$ cat config.mk
export PLATFORM = sky130hd
export DESIGN_NAME = ascon_fifo_packer_flat
export DESIGN_NICKNAME = d
export VERILOG_FILES = /design/src/rtl/ascon_fifo_packer_if.sv /design/src/rtl/ascon_fifo_packer.sv /design/src/flat_wrapper.sv
export SDC_FILE = /design/constraint.sdc
export NUM_CORES = 1
export LEC_CHECK = 0
export BUFFER_PORTS_ARGS = -buffer_cell sky130_fd_sc_hd__clkbuf_2
export CAP_MARGIN = 25
export CORE_ASPECT_RATIO = 0.5
export CORE_MARGIN = 3
export CORE_UTILIZATION = 53
export DETAILED_ROUTE_END_ITERATION = 7
export HOLD_SLACK_MARGIN = 0.03
export PLACE_DENSITY = 0.95
export SLEW_MARGIN = 20
export SYNTH_ARGS = -nofsm -noshare
export SYNTH_HDL_FRONTEND = slang
export SYNTH_SLANG_ARGS = --single-unit
$ cat constraint.sdc
create_clock -name clk -period 7 [get_ports clk]
set_input_delay 1.4 -clock clk [delete_from_list [all_inputs] [get_ports clk]]
set_output_delay 1.4 -clock clk [all_outputs]
set_load 0.02 [all_outputs]
$ cat src/rtl/ascon_fifo_packer_if.sv
// Purpose : host-side handshake, control and FIFO write bus of the Ascon FIFO packer.
// Latency : n/a (signal bundle only).
// Backpressure: word_ready_o stalls the word source; fifo_full_i stalls the FIFO push.
// Ports   : start/abort/size control, busy/done/rem status, 32-bit word stream
//           (word_i/word_valid_i/word_ready_o), 64-bit FIFO write side
//           (fifo_flush_o/fifo_push_o/fifo_data_o/fifo_full_i).
//           The slave modport is the packer's view, the master modport the host's view.
interface ascon_fifo_packer_if #(
    parameter int DATA_AW = 7
);
    logic               start_i;
    logic               abort_i;
    logic [DATA_AW-1:0] size_i;
    logic               busy_o;
    logic               done_o;
    logic [31:0]        word_i;
    logic               word_valid_i;
    logic               word_ready_o;
    logic               fifo_flush_o;
    logic               fifo_push_o;
    logic [63:0]        fifo_data_o;
    logic               fifo_full_i;
    logic [DATA_AW-1:0] rem_o;

    modport slave (
        input  start_i, abort_i, size_i, word_i, word_valid_i, fifo_full_i,
        output busy_o, done_o, word_ready_o, fifo_flush_o, fifo_push_o, fifo_data_o, rem_o
    );

    modport master (
        output start_i, abort_i, size_i, word_i, word_valid_i, fifo_full_i,
        input  busy_o, done_o, word_ready_o, fifo_flush_o, fifo_push_o, fifo_data_o, rem_o
    );
endinterface

$ cat src/rtl/ascon_fifo_packer.sv
// Purpose : packs a big-endian 32-bit word stream into zero-filled 64-bit entries for an Ascon AD/PT FIFO.
// Latency : start -> flush 1 cycle, then 3 cycles per entry (HI word, LO word, push); done 1 cycle after last push.
// Backpressure: words accepted only in HI/LO; a full FIFO holds the block in PUSH with data stable.
// Ports   : clk, rst (async, active-high) plus the slave side of ascon_fifo_packer_if.
module ascon_fifo_packer #(
    parameter int DATA_AW = 7
) (
    input  logic                clk,
    input  logic                rst,
    ascon_fifo_packer_if.slave  bus
);

    typedef enum logic [2:0] {
        S_IDLE,
        S_FLUSH,
        S_HI,
        S_LO,
        S_PUSH,
        S_DONE
    } state_t;

    state_t             state;
    logic [DATA_AW-1:0] rem;
    logic [63:0]        data;
    logic               flush;

    logic               in_word;
    logic [DATA_AW-1:0] take;
    logic [DATA_AW-1:0] rem_next;
    logic [31:0]        mask;
    logic [31:0]        masked;

    assign in_word  = (state == S_HI) || (state == S_LO);

    // Consume at most four bytes; the last word of a short message takes only what is left.
    assign take     = (rem < DATA_AW'(4)) ? rem : DATA_AW'(4);
    assign rem_next = rem - take;

    // Keep the upper rem bytes of a partial last word, zero the rest.
    always_comb begin
        mask = 32'hFFFF_FFFF;
        if (rem < DATA_AW'(4)) begin
            case (rem[1:0])
                2'd1:    mask = 32'hFF00_0000;
                2'd2:    mask = 32'hFFFF_0000;
                2'd3:    mask = 32'hFFFF_FF00;
                default: mask = 32'h0000_0000;
            endcase
        end
    end
    assign masked = bus.word_i & mask;

    always_ff @(posedge clk or posedge rst) begin
        if (rst) begin
            state <= S_IDLE;
            rem   <= '0;
            data  <= '0;
            flush <= 1'b0;
        end else begin
            flush <= 1'b0;
            if ((state != S_IDLE) && bus.abort_i) begin
                // Abort discards the partial transfer and empties the FIFO.
                state <= S_IDLE;
                rem   <= '0;
                flush <= 1'b1;
            end else begin
                case (state)
                    S_IDLE: begin
                        if (bus.start_i) begin
                            rem   <= bus.size_i;
                            flush <= 1'b1;
                            state <= S_FLUSH;
                        end
                    end
                    S_FLUSH: begin
                        state <= (rem == '0) ? S_DONE : S_HI;
                    end
                    S_HI: begin
                        if (bus.word_valid_i) begin
                            data  <= {masked, 32'h0000_0000};
                            rem   <= rem_next;
                            // An odd word count ends here: push without waiting for a low half.
                            state <= (rem_next == '0) ? S_PUSH : S_LO;
                        end
                    end
                    S_LO: begin
                        if (bus.word_valid_i) begin
                            data[31:0] <= masked;
                            rem        <= rem_next;
                            state      <= S_PUSH;
                        end
                    end
                    S_PUSH: begin
                        if (!bus.fifo_full_i) begin
                            state <= (rem == '0) ? S_DONE : S_HI;
                        end
                    end
                    S_DONE: begin
                        state <= S_IDLE;
                    end
                    default: begin
                        state <= S_IDLE;
                    end
                endcase
            end
        end
    end

    assign bus.busy_o       = (state != S_IDLE);
    assign bus.done_o       = (state == S_DONE);
    assign bus.word_ready_o = in_word;
    assign bus.fifo_flush_o = flush;
    // Push fires in the same cycle the FIFO reports space.
    assign bus.fifo_push_o  = (state == S_PUSH) && !bus.fifo_full_i;
    assign bus.fifo_data_o  = data;
    assign bus.rem_o        = rem;

endmodule

$ cat src/flat_wrapper.sv
// flat-port wrapper written by rule: the top's interface ports become plain ports
module ascon_fifo_packer_flat 
#(
    parameter int DATA_AW = 7
)
  (clk, rst, bus_start_i, bus_abort_i, bus_size_i, bus_word_i, bus_word_valid_i, bus_fifo_full_i, bus_busy_o, bus_done_o, bus_word_ready_o, bus_fifo_flush_o, bus_fifo_push_o, bus_fifo_data_o, bus_rem_o);
  ascon_fifo_packer_if #(.DATA_AW(DATA_AW)) bus_i ();
  input  logic clk;
  input  logic rst;
  input wire logic [$bits(bus_i.start_i)-1:0] bus_start_i;
  input wire logic [$bits(bus_i.abort_i)-1:0] bus_abort_i;
  input wire logic [$bits(bus_i.size_i)-1:0] bus_size_i;
  input wire logic [$bits(bus_i.word_i)-1:0] bus_word_i;
  input wire logic [$bits(bus_i.word_valid_i)-1:0] bus_word_valid_i;
  input wire logic [$bits(bus_i.fifo_full_i)-1:0] bus_fifo_full_i;
  output wire logic [$bits(bus_i.busy_o)-1:0] bus_busy_o;
  output wire logic [$bits(bus_i.done_o)-1:0] bus_done_o;
  output wire logic [$bits(bus_i.word_ready_o)-1:0] bus_word_ready_o;
  output wire logic [$bits(bus_i.fifo_flush_o)-1:0] bus_fifo_flush_o;
  output wire logic [$bits(bus_i.fifo_push_o)-1:0] bus_fifo_push_o;
  output wire logic [$bits(bus_i.fifo_data_o)-1:0] bus_fifo_data_o;
  output wire logic [$bits(bus_i.rem_o)-1:0] bus_rem_o;
  assign bus_i.start_i = bus_start_i;
  assign bus_i.abort_i = bus_abort_i;
  assign bus_i.size_i = bus_size_i;
  assign bus_i.word_i = bus_word_i;
  assign bus_i.word_valid_i = bus_word_valid_i;
  assign bus_i.fifo_full_i = bus_fifo_full_i;
  assign bus_busy_o = bus_i.busy_o;
  assign bus_done_o = bus_i.done_o;
  assign bus_word_ready_o = bus_i.word_ready_o;
  assign bus_fifo_flush_o = bus_i.fifo_flush_o;
  assign bus_fifo_push_o = bus_i.fifo_push_o;
  assign bus_fifo_data_o = bus_i.fifo_data_o;
  assign bus_rem_o = bus_i.rem_o;
  ascon_fifo_packer #(.DATA_AW(DATA_AW)) u_core (.clk(clk), .rst(rst), .bus(bus_i));
endmodule
# [Word-level counts from Yosys, hierarchy flattened]
# Index checks and enable logic that the tools add are counted.
[word_totals] word_cells=60 input_bits=45 out_inout_bits=76 reg_bits=75
[op_classes] bitwise_logic=2 mux=21 eq_ne=15 add_sub_neg=1 n_lt_le_gt_ge=1 reduce_logical=15
[ops] operator="$mux 32" n=3
[ops] operator="$pmux 32 s3" n=1
[ops] operator="$pmux 32 s2" n=1
[ops] operator="$and 32x32->32" n=1
[ops] operator="$mux 7" n=4
[ops] operator="$mux 3" n=7
[ops] operator="$pmux 3 s5" n=1
[ops] operator="$logic_not 7->1" n=2
[ops] operator="$pmux 7 s2" n=1
[ops] operator="$reduce_and 4->1" n=2
[ops] operator="$lt 7x3->1 const B" n=1
[ops] operator="$sub 7x7->7" n=1
[ops] operator="$eq 3x2->1 const B" n=2
[ops] operator="$eq 3x3->1 const B" n=2
[ops] operator="$ne 3x2->1 const B" n=2
[ops] operator="$ne 3x3->1 const B" n=2
[ops] operator="$reduce_and 3->1" n=2
[ops] operator="$reduce_bool 3->1" n=2
[ops] operator="$eq 2x2->1 const B" n=2
[ops] operator="$ne 2x2->1 const B" n=2
[ops] operator="$eq 3x1->1 const B" n=1
[ops] operator="$logic_not 3->1" n=1
[ops] operator="$mux 1" n=3
[ops] operator="$ne 3x1->1 const B" n=1
[ops] operator="7 further kinds" n=8

# [Logic depth before layout (Yosys ltp)]
# Gate-level depths: netlist (run 1).
[logic_depth] ltp_word=8 depth_mapped=10 depth_no_buf=9

# [Least setup slack after synthesis (run 1)]
# No wires, ideal clock.
[synth_path] path_kind="input port to output port" start="input port bus_fifo_full_i" end="output port bus_fifo_push_o" t_required_ns=5.600 n_path_buf=0 t_arrival_ns=1.885 cell_stages=1 setup_slack_ns=3.715 path_cell_list="nor3_1"
[synth_between] elab_chain_cells=2
[synth_rtl] element="from (decl)" line_no="flat_wrapper.sv:15" rtl="input wire logic [$bits(bus_i.fifo_full_i)-1:0] bus_fifo_full_i;"
[synth_rtl] element="$logic_not 1->1"
[synth_rtl] element="$logic_and 1x1->1" line_no="ascon_fifo_packer.sv:114" rtl="assign bus.fifo_push_o = (state == S_PUSH) && !bus.fifo_full_i;"
[synth_rtl] element="to (decl)" line_no="flat_wrapper.sv:20" rtl="output wire logic [$bits(bus_i.fifo_push_o)-1:0] bus_fifo_push_o;"
# Every way passes these cells.

# [Worst setup path in the final report (run 1)]
# Ends and elaborated chain as after synthesis.

==> out/results.tsv, run 1 <==
metric	value	unit
fin_nets	431	
numCtsBuffers	9	
synth_seq_cells	75	
synth_most_common_cell	dfrtp_1	
final_cells	462	
startpoint_type	input port	
hpwl	6080	um
grt_pass1_wl	13900	um
status	finished clean	
dp.cells	447	
synth_area	3210	um^2
fmax	303	MHz
cts_hold_buf	0	
synth-compound-area-share	26.3	%
async_flop_share	100	%
p_comb_share	42.9	%
setup_viol	0	
synth_warnings	0	
slew-limit-headroom	39.3	%
worstSkewPairLatency	340	ps
internal_power	1290	uW
synth_top_area_share	58.5	%
ys_seq_area_share	58.5	%
p_per_area	540	nW/um^2
seqPwrFrac	36.5	%
synthAdderAreaFrac	0.703	%
reg2reg_from	u_core.bus.rem_o[2]	
die_y	61.0	um
antenna_found_initial	0	
synth_simple_gate_area_share	9.91	%
skew	4.40	ps
area_growth	28.1	%
drtIter0Drc	274	
leakage	0.00213	uW
h-tree-depth	3	
viasPerCell	6.05	
synth_commonest_cells	75 x dfrtp_1, 65 x a22o_1, 18 x nor2_1	
synth_edf_count	0	
seqCellArea	1880	um^2
critical_path.slowest_cell	clkbuf_2	
synth_xor_area_share	0.273	%
syn-num-nets	316	
fin_ws	3700	ps
nFillCells	413	
switchingPower	925	uW
hp-class	register to register	
worst_slew_pin_slew	911	ps
place_congestion	0.899	
synth_top_family_by_area	compound AO/OA/AOI/OAI gates	
critPathMaxStageDelay	200	ps
wire_per_inst	19.2	um
slew_violations	0	
grt_use_total	26.2	%
p_clk_share	20.6	%
post-cts-setup-buffer-count	0	
drive_gt1_share	38.0	%
synth_top_area_cell	dfrtp_1	
fin_crit_sh	47.1	%
pre_cts_slack	3700	ps
crit_family	buffers and inverters	
required	5600	ps
path_cells	clkbuf_2, nor3_1, clkbuf_2	
grt_max_degree	76	
hold_violations	0	
drc_errors	0	
die_area	7070	um^2
period_minus_slack	3300	ps
tritoncts	built	
grt_overflow	0	
worstSetupPathType	input port to output pin	
antenna_left	0	
cap_violations	0	
cp_num_buf_inv	2	
first_pass_iters	5	
hold_start	u_core.bus.fifo_data_o[25]	
die_x	116	um
path_max_fanout	4	
ios	121	
clock_path_buffers	2	
swShare	41.7	%
path_clk_slew	60	ps
yosysUniqueCellTypes	49	
antennaDiodeCount	0	
clock_sinks	75	
syn_avg_cell_area	11.9	um^2
synth_cells	270	
ys.flop_type	dfrtp_1	
cp_common_cell	clkbuf_2	
utilization	72.6	%
grt_pass1_vias	2715	
rsz0062_at_grt	false	
fin_tns_setup	0	ps
core_area	5660	um^2
synth.top_cells.by_area	dfrtp_1 59%, a22o_1 18%, nor2_1 2.1%	
synthMuxAreaShare	0.664	%
cts_root_buf	clkbuf_16	
place.port_buffers	120	
vias	2794	
wl	8880	um
cp-end-kind	output pin	
start_util	56.7	%
critical_path_arrival	1900	ps
vdd_drop_max	0.293	mV
row_count	19	
cp-startpoint	bus_fifo_full_i	
cts_resized	0	
multiInputGateArea	1220	um^2
==> power by group through the flow <==
| stage | clock network (uW) | logic, uW | registers [uW] |
|---|---|---|---|
| global route | 486 | 1020 | 831 |
| detailed placement | 0 | 948 | 805 |
| finish | 458 | 951 | 809 |
| CTS | 461 | 959 | 803 |
| floorplan | 0 | 463 | 975 |
| global placement | 0 | 915 | 791 |
==> layout make-up <==
| type | instances | share of cell area (%) |
|---|---|---|
| Clock buffer | 11 | 5.91 |
| Clock inverter | 4 | 1.25 |
| Inverter | 5 | 0.457 |
| Multi-Input combinational cell | 173 | 29.6 |
| Sequential cell | 75 | 45.7 |
| Tap cell | 73 | 2.22 |
| Timing Repair Buffer | 121 | 14.8 |
==> worst register-to-register path, cell delays in order (launching register included) <==
cell and delay (ps):
dfrtp_1 600, nor3_1 130, nand2_1 220, nand2_1 90
ha_1 310, or4_4 550, a221oi_2 260, a31oi_1 160
a221o_1 290
==> cells by family after synthesis <==
family / after synthesis
AOI/OAI and AO/OA: 105
DFF: 75
and+or+nand+nor: 62
buffers and inverters: 22
adders and majority gates: 2
muxes: 2
other: 1
xor gates and xnor gates: 1
==> layer usage <==
layer | routed length, um | up-vias | global-route usage (%) | share of wire, %
met3 | 512 | 11 | 6.77 | 5.8
li1 | - | 1257 | - | -
met2 | 4660 | 110 | 46.0 | 52
met1 | 3630 | 1416 | 32.2 | 41
met5 | 0 | - | 0 | 0
met4 | 77 | 0 | 9.59 | 0.87
==> layout by cell type, fill, tap and decap left out, types with 2 or more instances in the layout <==
| master | count |
|---|---|
| nor3_1 | 11 |
| inv_1 | 4 |
| clkbuf_2 | 120 |
| a22o_1 | 65 |
| nor2_1 | 18 |
| o21ai_0 | 11 |
| a21oi_1 | 10 |
| o21a_1 | 2 |
| dfrtp_1 | 75 |
| nand2_1 | 15 |
| nand2b_1 | 2 |
| clkbuf_16 | 9 |
| nor4_1 | 2 |
| a31oi_1 | 2 |
| a211oi_1 | 2 |
| or3_1 | 2 |
==> metrics by stage <==
step	hold WS (ps)	power, uW	cell area (um^2)
6_report	503	2220	4110
5_1_grt	526	2340	4110
4_1_cts	506	2220	4110
3_5_place_dp	491	1750	3810
3_3_place_gp	488	1710	3810
2_1_floorplan	589	1440	3210
==> final timing paths <==
kind	to	slack [ps]	cells after the start
min in group asynchronous	u_core.bus.fifo_data_o[23]	1320	3
max	bus_fifo_push_o	3700	3
min	u_core.bus.fifo_data_o[25]	500	1
max in group asynchronous	u_core.bus.fifo_data_o[42]	5090	3
min reg2reg	u_core.bus.fifo_data_o[25]	500	1
max reg2reg	u_core.state[0]	4260	8
==> state kept, by name (all words and copies together) (netlist names) <==
signal / count
u_core.bus.fifo_flush_o: 1
u_core.bus.fifo_data_o: 64
u_core.state: 3
u_core.bus.rem_o: 7
No activity file was read; power rests on OpenSTA's default activity.
==> inputs of run 2 (changes only) <==
--- a/config.mk
+++ b/config.mk
@@ -5,14 +5,15 @@
 export SDC_FILE = /design/constraint.sdc
 export NUM_CORES = 1
 export LEC_CHECK = 0
+export ABC_AREA = 1
 export BUFFER_PORTS_ARGS = -buffer_cell sky130_fd_sc_hd__clkbuf_2
 export CAP_MARGIN = 25
 export CORE_ASPECT_RATIO = 0.5
 export CORE_MARGIN = 3
-export CORE_UTILIZATION = 53
+export CORE_UTILIZATION = 45
 export DETAILED_ROUTE_END_ITERATION = 7
 export HOLD_SLACK_MARGIN = 0.03
-export PLACE_DENSITY = 0.95
+export PLACE_DENSITY = 0.87
 export SLEW_MARGIN = 20
 export SYNTH_ARGS = -nofsm -noshare
 export SYNTH_HDL_FRONTEND = slang
==> constraint.sdc (replaced) <==
create_clock -name clk -period 2.9 [get_ports clk]
set_input_delay 0.58 -clock clk [delete_from_list [all_inputs] [get_ports clk]]
set_output_delay 0.58 -clock clk [all_outputs]
set_load 0.02 [all_outputs]
==> out/results.tsv, run 2 <==
metric	value	unit
status	finished clean	
ys_seq_area_share	55.5	%
final_cell_mix	135 x nand2_1, 120 x clkbuf_2, 75 x dfrtp_1	
clock_sinks	75	
antenna_found_initial	0	
path_max_fanout	11	
critical_path.slowest_cell	dfrtp_1	
hold_violations	0	
final_common_cell	nand2_1	
drc_errors	0	
hp-class	input port to asynchronous set/reset pin	
leakage	0.00239	uW
synth_xor_area_share	0	%
fin_crit_sh	81.6	%
reg2reg_slack	530	ps
antennaDiodeCount	0	
synth_simple_gate_area_share	21.5	%
synth_cells	376	
viasPerCell	5.08	
hpwl	6070	um
syn-num-nets	422	
clock_path_buffers	2	
tritoncts	built	
nFillCells	609	
wire_per_inst	14.2	um
worstSetupPathType	register to register	
syn_avg_cell_area	8.99	um^2
start_util	48.4	%
startpoint_type	register	
largest_register_ffs	64	
ios	121	
grt_pass1_wl	13900	um
setup_viol	0	
synthMuxAreaShare	0	%
place_congestion	0.994	
place.port_buffers	120	
synth_area	3380	um^2
synth_top_area_share	55.5	%
ys.flop_type	dfrtp_1	
drtIter0Drc	268	
cts_hold_buf	0	
numCtsBuffers	9	
drive_gt1_share	38.0	%
h-tree-depth	3	
async_flop_share	100	%
grt_overflow	0	
reg2reg_from	u_core.bus.rem_o[4]	
path_clk_slew	50	ps
r2r_cells	15	
synthAdderAreaFrac	0.370	%
critical_path_arrival	2570	ps
cap_violations	0	
die_y	67.3	um
fin_tns_setup	0	ps
path_cells	nor2_2, nand3_1, nand2_1, ha_1, inv_1, nand2_1, nand2_1, nand2_1, nand3_1, nor2_1, nand2_1, nand2_1, nand2_1, nand2_1, nand2_1	
slew_violations	0	
worstSkewPairLatency	320	ps
required	3110	ps
synth.top_cells.by_area	dfrtp_1 55%, nand2_1 15%, o21ai_2 8.3%	
cp_num_buf_inv	1	
grt_use_total	20.4	%
cp-end-kind	register	
vdd_drop_max	0.607	mV
post-cts-setup-buffer-count	0	
slew-limit-headroom	46.5	%
cts_resized	0	
period_minus_slack	2370	ps
die_area	8650	um^2
die_x	129	um
synth_most_common_cell	nand2_1	
synth_top_area_cell	dfrtp_1	
vias	3021	
skew	5.28	ps
row_count	21	
area_growth	28.6	%
worst-path-stages	15	
synth_edf_count	0	
core_area	6990	um^2
critPathMaxStageDelay	430	ps
antenna_left	0	
synth_warnings	0	
synth_commonest_cells	135 x nand2_1, 75 x dfrtp_1, 37 x o21ai_0	
yosysUniqueCellTypes	29	
fmax	423	MHz
cp_common_cell	nand2_1	
regToRegEndpoint	u_core.state[0]	
crit_family	simple AND/OR/NAND/NOR gates	
worst_slew_pin_slew	803	ps
grt_max_degree	76	
rsz0062_at_grt	false	
final_cells	595	
synth_seq_cells	75	
wl	8450	um
dp.cells	579	
first_pass_iters	5	
synth-compound-area-share	16.6	%
synth_top_family_by_area	simple AND/OR/NAND/NOR gates	
fin_nets	544	
grt_pass1_vias	2944	
cts_root_buf	clkbuf_16	
p_per_area	1230	nW/um^2
-- run 2: cell count changes after synthesis, moves of 8 or more --
cell	change
o21ai_2	+32
nand2_1	+120
o21ai_0	+26
a21oi_1	-8
nor3_1	-9
inv_1	+16
a22o_1	-65
nand3_1	+9
-- run 2: cells by family after synthesis --
family | Yosys count
DFF | 75
AOI/OAI and AO/OA | 83
buffers and inverters | 41
other | 1
and+or+nand+nor | 175
adders and majority gates | 1
-- run 2: layout make-up --
cell class	count	area [um^2]	share of cell area [%]
multi-input combinational	260	1310	30.0
sequential	75	1880	43.2
inverter	27	101	2.33
tap	92	115	2.65
clock buffer	13	280	6.44
clock inverter	3	20.0	0.460
timing repair buffer	125	651	15.0
-- run 2: worst max-delay path by stage --
stage	startpoint	end	slack, ps
floorplan	rst	u_core.bus.fifo_data_o[0]	410
global placement	u_core.bus.rem_o[4]	u_core.state[1]	680
detailed placement	u_core.bus.rem_o[4]	u_core.state[0]	570
CTS	u_core.bus.rem_o[4]	u_core.state[0]	550
global route	u_core.bus.rem_o[4]	u_core.state[0]	240
finish	u_core.bus.rem_o[4]	u_core.state[0]	530
-- run 2: per-stage QoR --
stage	setup WS (ps)	total power [uW]	instance area, um^2	util [%]	hold WS [ps]
after global routing	243	5740	4350	62.2	335
after global placement	683	4220	4050	57.9	465
final	534	5340	4350	62.2	311
after detailed placement	573	4290	4050	57.9	468
after CTS	550	5390	4350	62.2	339
after floorplan	410	3500	3380	-	563
-- run 2: metal layers --
metal / share of wire (%) / global-route usage, %
met1: 40 / 24.8
met2: 54 / 36.6
met3: 4.8 / 4.42
met4: 1.5 / 7.59
met5: 0 / 0
-- run 2: where the power goes --
group          switching [uW]  total, uW  internal (uW)  leakage, uW
Combinational            1720       2520            791      0.00127
Clock                     394       1060            671     0.000144
Sequential                291       1760           1470     0.000976
Total                    2410       5340           2930      0.00239
-- run 2: worst reg2reg max path, cell delays in order (launching register included) --
cell and delay [ps]:
dfrtp_1 430, nor2_2 190, nand3_1 380, nand2_1 240, ha_1 160, inv_1 60
nand2_1 80, nand2_1 90, nand2_1 100, nand3_1 70, nor2_1 110, nand2_1 70
nand2_1 80, nand2_1 60, nand2_1 70, nand2_1 50
==> inputs of run 3 (changes only) <==
--- a/config.mk
+++ b/config.mk
@@ -5,12 +5,12 @@
 export SDC_FILE = /design/constraint.sdc
 export NUM_CORES = 1
 export LEC_CHECK = 0
-export ABC_AREA = 1
+export ABC_AREA = 0
 export BUFFER_PORTS_ARGS = -buffer_cell sky130_fd_sc_hd__clkbuf_2
 export CAP_MARGIN = 25
 export CORE_ASPECT_RATIO = 0.5
 export CORE_MARGIN = 3
-export CORE_UTILIZATION = 45
+export CORE_UTILIZATION = 44
 export DETAILED_ROUTE_END_ITERATION = 7
 export HOLD_SLACK_MARGIN = 0.03
 export PLACE_DENSITY = 0.87
==> constraint.sdc (replaced) <==
create_clock -name clk -period 2.1 [get_ports clk]
set_input_delay 0.42 -clock clk [delete_from_list [all_inputs] [get_ports clk]]
set_output_delay 0.42 -clock clk [all_outputs]
set_load 0.02 [all_outputs]
==> out/results.tsv, run 3 (synthesis gave the netlist of run 1 again) <==
metric	value	unit
period_minus_slack	2090	ps
hold_violations	0	
worstSetupPathType	register to register	
die_y	66.4	um
numCtsBuffers	9	
nFillCells	507	
h-tree-depth	3	
regToRegEndpoint	u_core.state[0]	
worstSkewPairLatency	320	ps
vias	2801	
seqCellArea	1880	um^2
crit_family	compound AO/OA/AOI/OAI gates	
reg2reg_from	u_core.bus.rem_o[4]	
worst_slew_pin_slew	727	ps
cts_root_buf	clkbuf_16	
worst-path-stages	8	
reg2reg_slack	7	ps
wl	8800	um
hp-class	input port to asynchronous set/reset pin	
switchingPower	3160	uW
clock_sinks	75	
p_clk_share	19.6	%
largest_register_ffs	64	
drc_errors	0	
grt_max_degree	76	
p_comb_share	47.0	%
pre_cts_slack	0.593	ps
critPathMaxStageDelay	500	ps
fmax	478	MHz
cp-end-kind	register	
grt_use_total	20.6	%
die_x	127	um
first_pass_iters	4	
cap_violations	0	
seqPwrFrac	33.3	%
final_cells	501	
status	finished clean	
multiInputGateArea	1270	um^2
path_max_fanout	6	
critical_path_arrival	2290	ps
clock_path_buffers	2	
die_area	8410	um^2
cts_hold_buf	0	
fin_nets	450	
drtIter0Drc	308	
core_area	6860	um^2
tritoncts	built	
place.port_buffers	120	
slew-limit-headroom	51.5	%
cp_common_cell	nand2_2	
swShare	41.4	%
grt_pass1_wl	13900	um
vdd_drop_max	0.569	mV
rsz0062_at_grt	true	
dp.cells	485	
antennaDiodeCount	0	
hpwl	6220	um
area_growth	35.6	%
setup_viol	0	
grt_overflow	0	
whs	198	ps
ios	121	
final_common_cell	clkbuf_2	
p_per_area	1760	nW/um^2
grt_pass1_vias	2689	
antenna_left	0	
leakage	0.00223	uW
fin_ws	7.42	ps
internal_power	4480	uW
r2r_cells	8	
fin_crit_sh	99.6	%
critical_path.slowest_cell	or4_4	
wire_per_inst	17.6	um
startpoint_type	register	
final_cell_mix	120 x clkbuf_2, 71 x dfrtp_1, 65 x a22o_1	
skew	4.13	ps
path_cells	nor3_4, nand2_2, nand2_2, ha_4, or4_4, a221oi_4, a31oi_2, a221o_1	
antenna_found_initial	0	
path_clk_slew	60	ps
place_congestion	0.863	
viasPerCell	5.59	
required	2300	ps
start_util	46.7	%
slew_violations	0	
cp_num_buf_inv	0	
row_count	21	
drive_gt1_share	43.5	%
[run 3: cell types whose count changed in the layout (fill, tap and decap cells not counted), moves of 6 or more]
cell / previous run / this run
nand3_1: 10 / 1
buf_4: 4 / 19
inv_2: 7 / 0
a21oi_1: 2 / 10
nand2_1: 135 / 13
a22o_1: 0 / 65
inv_1: 20 / 4
o21ai_0: 37 / 11
nor3_1: 2 / 10
o21ai_2: 32 / 0
nor2_2: 6 / 0
[run 3: layer usage]
metal,share of wire (%),vias up,track usage (%)
li1,-,1297,-
met1,43,1373,27.4
met4,1.6,0,6.15
met5,0,-,0
met3,6.6,15,4.92
met2,48,116,33.8
[run 3: worst register-to-register path: cells and delay by family, from the launching register on]
kind | cells | cell delay (ps)
AOI/OAI and AO/OA | 3 | 710
adders and majority gates | 1 | 180
DFF | 1 | 390
and+or+nand+nor | 4 | 700
[run 3: metrics by stage]
step	util [%]	total power, uW	setup TNS, ps	area (um^2)
6_report	63.4	7640	0	4350
2_1_floorplan	-	4850	0	3240
5_1_grt	63.4	8050	-101	4350
4_1_cts	62.9	7590	0	4320
3_5_place_dp	58.5	6030	0	4010
3_3_place_gp	58.5	5910	0	4010
[run 3: final cells by class]
cell class	count	share of cell area, %
Tap cell	92	2.65
Clock inverter	6	1.50
Multi-Input combinational cell	173	29.2
Timing Repair Buffer	140	17.6
Clock buffer	10	5.27
Sequential cell	75	43.3
Inverter	5	0.518
[run 3: power groups by stage]
stage               Clock, uW  Sequential, uW  Combinational (uW)
floorplan                   0            3260                1590
global placement            0            2510                3400
detailed placement          0            2530                3490
CTS                      1520            2530                3540
global route             1590            2620                3850
finish                   1500            2550                3590
[run 3: how the worst max path moves through the flow]
| stage | from | slack [ps] | end |
|---|---|---|---|
| after floorplan | u_core.bus.rem_o[2] | 200 | u_core.state[0] |
| after global placement | u_core.bus.rem_o[5] | 50 | u_core.state[0] |
| after detailed placement | u_core.bus.rem_o[4] | 0.6 | u_core.state[0] |
| after CTS | u_core.bus.rem_o[4] | 6 | u_core.state[0] |
| after global routing | u_core.bus.rem_o[4] | -70 | u_core.state[0] |
| final | u_core.bus.rem_o[4] | 7 | u_core.state[0] |
[run 3: repair_timing]
| action | CTS | global route |
|---|---|---|
| setup endpoints to repair | 1 | 3 |
| pin swaps | 2 | 6 |
| buffers inserted | 0 | 0 |
| resized for setup | 1 | 5 |
